[config.mk]
export PLATFORM = sky130hd
export DESIGN_NAME = sram_controller
export DESIGN_NICKNAME = d
export VERILOG_FILES = /design/src/rtl/sram_controller.sv
export SDC_FILE = /design/constraint.sdc
export NUM_CORES = 1
export LEC_CHECK = 0
export CAP_MARGIN = 15
export CORE_UTILIZATION = 47
export CTS_CLUSTER_DIAMETER = 60
export DETAILED_ROUTE_END_ITERATION = 16
export PLACE_DENSITY = 0.8
export REMOVE_ABC_BUFFERS = 1
export SYNTH_ARGS = -nofsm -noshare
export SYNTH_HDL_FRONTEND = slang
export SYNTH_SLANG_ARGS = --single-unit
[constraint.sdc]
create_clock -name i_clk -period 3.35 [get_ports i_clk]
set_input_delay 0.335 -clock i_clk [delete_from_list [all_inputs] [get_ports i_clk]]
set_output_delay 0.335 -clock i_clk [all_outputs]
set_load 0.02 [all_outputs]
[src/rtl/sram_controller.sv]
// sram_controller: MEM-stage word access over a 16-bit asynchronous SRAM.
// Each 32-bit access is split into two half-word accesses, low half first.
// Each half is held for WAIT_CYCLES cycles.
//
// Optional macro SRAM_LAST_WORD_HIT_EN adds a one-entry last-word tag.
// A read of the most recently completed word then completes in the
// request cycle and does not touch the SRAM.
//
// Ports:
//   i_clk, i_rst              : clock and synchronous active-high reset.
//   i_rd_en / i_wr_en         : requests, held by the MEM stage until o_ready.
//   i_address, i_write_data   : byte address and store data.
//   o_read_data               : registered load result.
//   o_ready                   : access complete, or no access pending.
//   o_sram_*, i_sram_dq_in    : SRAM pins. The top level builds the inout
//                               bus from o_sram_dq_out and o_sram_dq_oe.
module sram_controller #(
  parameter logic [31:0] BASE_ADDR   = 32'd1024,
  parameter int unsigned WAIT_CYCLES = 2
) (
  input  logic        i_clk,
  input  logic        i_rst,
  input  logic        i_rd_en,
  input  logic        i_wr_en,
  input  logic [31:0] i_address,
  input  logic [31:0] i_write_data,
  output logic [31:0] o_read_data,
  output logic        o_ready,
  output logic [17:0] o_sram_addr,
  output logic [15:0] o_sram_dq_out,
  input  logic [15:0] i_sram_dq_in,
  output logic        o_sram_dq_oe,
  output logic        o_sram_we_n,
  output logic        o_sram_oe_n
);

  typedef enum logic [1:0] {S_IDLE, S_LOW, S_HIGH, S_DONE} state_t;

  localparam logic [3:0] LAST = 4'(WAIT_CYCLES - 1);

  state_t      r_state, w_state_nxt;
  logic [3:0]  r_cnt, w_cnt_nxt;
  logic        r_op_wr;
  logic [16:0] r_word;
  logic [31:0] r_wdata;
  logic [31:0] r_read_data;
  logic [17:0] r_sram_addr;
  logic [15:0] r_sram_dq_out;
  logic        r_sram_dq_oe, r_sram_we_n, r_sram_oe_n;

  logic [31:0] w_offset;
  logic [16:0] w_word_in;
  logic        w_req, w_hit, w_last;
  logic        w_op_wr_nxt, w_last_nxt;
  logic [16:0] w_word_nxt;
  logic [31:0] w_wdata_nxt;
  logic [17:0] w_addr_nxt;
  logic [15:0] w_dq_out_nxt;
  logic        w_dq_oe_nxt, w_we_n_nxt, w_oe_n_nxt;

  // Out-of-range addresses wrap silently, with no range check.
  assign w_offset  = i_address - BASE_ADDR;
  assign w_word_in = 17'(w_offset >> 2);
  assign w_req     = i_rd_en | i_wr_en;
  assign w_last    = (r_cnt == LAST);

`ifdef SRAM_LAST_WORD_HIT_EN
  logic [16:0] r_tag;
  logic        r_tag_vld;
  assign w_hit = (r_state == S_IDLE) && i_rd_en && !i_wr_en && r_tag_vld && (r_tag == w_word_in);
`else
  assign w_hit = 1'b0;
`endif

  assign o_ready = ((r_state == S_IDLE) && !w_req) || (r_state == S_DONE) || w_hit;

  // When leaving IDLE, the request is not latched yet.
  // The next-cycle pin values must therefore come straight from the inputs.
  assign w_op_wr_nxt = (r_state == S_IDLE) ? i_wr_en      : r_op_wr;
  assign w_word_nxt  = (r_state == S_IDLE) ? w_word_in    : r_word;
  assign w_wdata_nxt = (r_state == S_IDLE) ? i_write_data : r_wdata;

  always_comb begin
    w_state_nxt = r_state;
    w_cnt_nxt   = r_cnt;
    case (r_state)
      S_IDLE: if (w_req && !w_hit) begin w_state_nxt = S_LOW;  w_cnt_nxt = 4'd0; end
      S_LOW:  if (w_last) begin w_state_nxt = S_HIGH; w_cnt_nxt = 4'd0; end
              else w_cnt_nxt = r_cnt + 4'd1;
      S_HIGH: if (w_last) begin w_state_nxt = S_DONE; w_cnt_nxt = 4'd0; end
              else w_cnt_nxt = r_cnt + 4'd1;
      default: begin w_state_nxt = S_IDLE; w_cnt_nxt = 4'd0; end
    endcase
  end

  // The pins are registered, so they are derived from the next state and counter.
  // This lines up each pin value with the state it belongs to.
  always_comb begin
    w_last_nxt   = (w_cnt_nxt == LAST);
    w_addr_nxt   = r_sram_addr;
    w_dq_out_nxt = r_sram_dq_out;
    w_dq_oe_nxt  = 1'b0;
    w_we_n_nxt   = 1'b1;
    w_oe_n_nxt   = 1'b1;
    if (w_state_nxt == S_LOW || w_state_nxt == S_HIGH) begin
      w_addr_nxt = {w_word_nxt, (w_state_nxt == S_HIGH)};
      if (w_op_wr_nxt) begin
        w_dq_oe_nxt  = 1'b1;
        // The strobe is released on the last cycle of the phase so that data is held.
        w_we_n_nxt   = w_last_nxt;
        w_dq_out_nxt = (w_state_nxt == S_HIGH) ? w_wdata_nxt[31:16] : w_wdata_nxt[15:0];
      end else begin
        w_oe_n_nxt = 1'b0;
      end
    end
  end

  always_ff @(posedge i_clk) begin
    if (i_rst) begin
      r_state       <= S_IDLE;
      r_cnt         <= 4'd0;
      r_op_wr       <= 1'b0;
      r_word        <= 17'd0;
      r_wdata       <= 32'd0;
      r_read_data   <= 32'd0;
      r_sram_addr   <= 18'd0;
      r_sram_dq_out <= 16'd0;
      r_sram_dq_oe  <= 1'b0;
      r_sram_we_n   <= 1'b1;
      r_sram_oe_n   <= 1'b1;
`ifdef SRAM_LAST_WORD_HIT_EN
      r_tag         <= 17'd0;
      r_tag_vld     <= 1'b0;
`endif
    end else begin
      r_state       <= w_state_nxt;
      r_cnt         <= w_cnt_nxt;
      r_sram_addr   <= w_addr_nxt;
      r_sram_dq_out <= w_dq_out_nxt;
      r_sram_dq_oe  <= w_dq_oe_nxt;
      r_sram_we_n   <= w_we_n_nxt;
      r_sram_oe_n   <= w_oe_n_nxt;
      if (r_state == S_IDLE && w_req && !w_hit) begin
        // When both enables are high, the access is a write.
        r_op_wr <= i_wr_en;
        r_word  <= w_word_in;
        r_wdata <= i_write_data;
      end
      if (!r_op_wr && w_last) begin
        if (r_state == S_LOW)  r_read_data[15:0]  <= i_sram_dq_in;
        if (r_state == S_HIGH) r_read_data[31:16] <= i_sram_dq_in;
      end
`ifdef SRAM_LAST_WORD_HIT_EN
      if (r_state == S_HIGH && w_last) begin
        r_tag     <= r_word;
        r_tag_vld <= 1'b1;
        if (r_op_wr) r_read_data <= r_wdata;
      end
`endif
    end
  end

  assign o_read_data   = r_read_data;
  assign o_sram_addr   = r_sram_addr;
  assign o_sram_dq_out = r_sram_dq_out;
  assign o_sram_dq_oe  = r_sram_dq_oe;
  assign o_sram_we_n   = r_sram_we_n;
  assign o_sram_oe_n   = r_sram_oe_n;

endmodule

==> metrics <==
status completed; leakage power 3.03 nW; PwrDens 708 mW/mm^2; RSZ-0062 raised after global routing no; Setup crit end kind output pin; Netlist cell types 43; NetSw 0.00154 W; initial antenna violation count 0; PortBufs 138; Post-synth top cells 125 x dfxtp_1, 120 x nand2_1, 74 x a21oi_1, 74 x nor2_1, 43 x mux2i_1; Overall Global Routing Usage 23.6%; CP Data Required Time 3.01 ns; Longest Clk Path Bufs 2; reg2reg path depth 12; Internal 0.00369 W; vias in the first global route 4700; Placed Cells 829; Fmax 0.363 GHz; Clock Latency Late Sink 0.52 ns; post-route cell area 0.00738 mm^2; Post-CTS Repair Setup Buffers 0; Combinational Power Share 27.9%; H-tree Lvls 4; most common cell in the netlist dfxtp_1; WHS 0.340 ns; crit share post-route 82.3%; MaxCap Viol Count 0; WHS Path Cells 2; FF+latch count, synth 125; clock power share 37.6%; # fillers 861; Seq pwr share 34.5%; FFs w/ async S/R, synth 0%; Reg clk slew, reported paths 0.06 ns; layout cell share with drive strength beyond 1 9.85%; Crit Path Class reg2out; Resized Gates After CTS 0; router iterations before antenna repair 4; Final #Nets 799; total grt overflow 0; global-route wire length before repair 21100 um; DRT antenna net count 0; Vias 4606; num ports 154; core area 0.0109 mm^2; switching part of the total 29.4%; top cells by area, synth dfxtp_1 47%, nand2_1 8.5%, mux2i_1 8.2%; Post-synth EDFFs 0; clk_skew 0.00806 ns; Final Critical Period 2.76 ns; Avg Cell Area, Syn 9.09 um^2; Peak supply drop 0.000469 V; Vias/cell 5.35; Final Core Density 67.8%; Num CTS Buffers 17; Main synth FF type dfxtp_1; synthesized area 0.00528 mm^2; Slew HR 54.0%; Placer Congestion 0.788; hpwl dp 8720 um; sequential area share after synthesis 47.4%; total power 0.00523 W; Die Width 108 um; CTS Hold Bufs 0; area share of the leading cell type in the synthesized netlist 47.4%; Rows 38; wire length per cell 15.3 um; final-report max-slew violation count 0; Ys Warns 0; total wire length 13200 um; CTS tree built; worst slew pin tran 0.690 ns; detailed router's first-iteration violation count 320; top cell type by total area after synthesis dfxtp_1; hold crit path type in2reg; Initial Util 48.5%; synth-to-layout area growth 39.9%; Data arrival, critical path 2.42 ns; Startpoint Class flop; pin count of the biggest net entering global routing 64; Final Hold Viols 0; Die Area 0.0117 mm^2; maximum fanout along the worst path 6; Ant. Diodes 0; # clock sinks 125; final std cells w/o fill 861; final setup vio count 0; synthesized instance count 581; dpl cell area 0.00675 mm^2; drt drc 0; clock root buffer master clkbuf_8; Die H 108 um
-- cell type report --
cell class	count	area (um^2)	share of cell area, %
multi-input cells	404	2560	34.7
flip-flops and latches	125	2500	33.9
repair buffers	152	1480	20.1
clock buffers	26	478	6.47
well taps	140	175	2.37
clock inverters	6	155	2.10
inverters	8	30.0	0.407
-- state kept, by name, summed over array words and instances, names as in the netlist --
name / count
o_sram_we_n: 1
r_cnt: 4
r_word: 17
o_sram_addr: 18
o_sram_dq_out: 16
o_sram_dq_oe: 1
r_op_wr: 1
r_wdata: 32
o_sram_oe_n: 1
r_state: 2
o_read_data: 32
-- critical path, cell delays in order (launching register included) --
cell	delay [ns]
dfxtp_1	0.42
inv_1	0.10
ha_2	0.22
nor3b_2	0.17
buf_4	0.17
or2_2	0.28
clkdlybuf4s50_1	0.54
-- layer usage --
| layer | GRT usage [%] | part of all wire, % | vias to the layer above |
|---|---|---|---|
| met1 | 25.8 | 41 | 2208 |
| met4 | 11.2 | 1.4 | 0 |
| met5 | 0 | 0 | - |
| li1 | - | - | 2234 |
| met2 | 41.3 | 51 | 147 |
| met3 | 7.35 | 7.0 | 17 |
-- power by group through the flow --
stage	clock network (W)	logic, W	registers [W]
2_1_floorplan	0	0.000739	0.00195
3_5_place_dp	0	0.00146	0.00183
4_1_cts	0.00200	0.00147	0.00180
5_1_grt	0.00207	0.00159	0.00183
6_report	0.00196	0.00146	0.00180
3_3_place_gp	0	0.00142	0.00182
-- kinds of logic after synthesis --
family          count (synthesis)  synth area share, %
simple gates                  223                 18.4
flops                         125                 47.4
compound gates                106                 11.7
mux                            59                 15.0
buf+inv                        52                 4.38
xor+xnor                        9                 1.49
fa+ha+maj                       7                 1.66
-- layout by cell type, fill, tap and decap left out, types with 2 or more instances in the layout --
master,count
a211o_1,2
nor2_1,74
clkbuf_1,6
clkdlybuf4s50_1,137
a21oi_1,74
nand2_1,120
nor2b_1,2
mux2i_1,43
clkbuf_16,16
a211oi_1,10
a22oi_1,4
a31oi_1,2
dfxtp_1,125
ha_1,6
inv_1,8
a211oi_2,2
nand3b_1,2
bufinv_16,5
clkbuf_8,4
mux4_2,16
nand3_1,2
xnor2_1,9
o21ai_0,2
nor3_1,6
buf_4,15
or2_2,2
nor4_4,2
nor3b_1,6
o22ai_1,2
-- stage by stage --
step | setup WS [ns] | TNS, ns
after global routing | 0.452 | 0
after detailed placement | 0.401 | 0
after global placement | 0.470 | 0
final | 0.592 | 0
after floorplan | -1.58 | -55.03
after CTS | 0.565 | 0
-- path summary, 6_finish.rpt --
| check | start | endpoint | slack, ns |
|---|---|---|---|
| worst max register to register | r_state[0] | o_sram_addr[6] | 0.66 |
| worst min register to register | r_wdata[26] | r_wdata[26] | 0.45 |
| worst max-delay path | r_state[0] | o_ready | 0.59 |
| worst min-delay path | i_rst | o_sram_addr[8] | 0.34 |
Power figures use the tool's default switching activity.
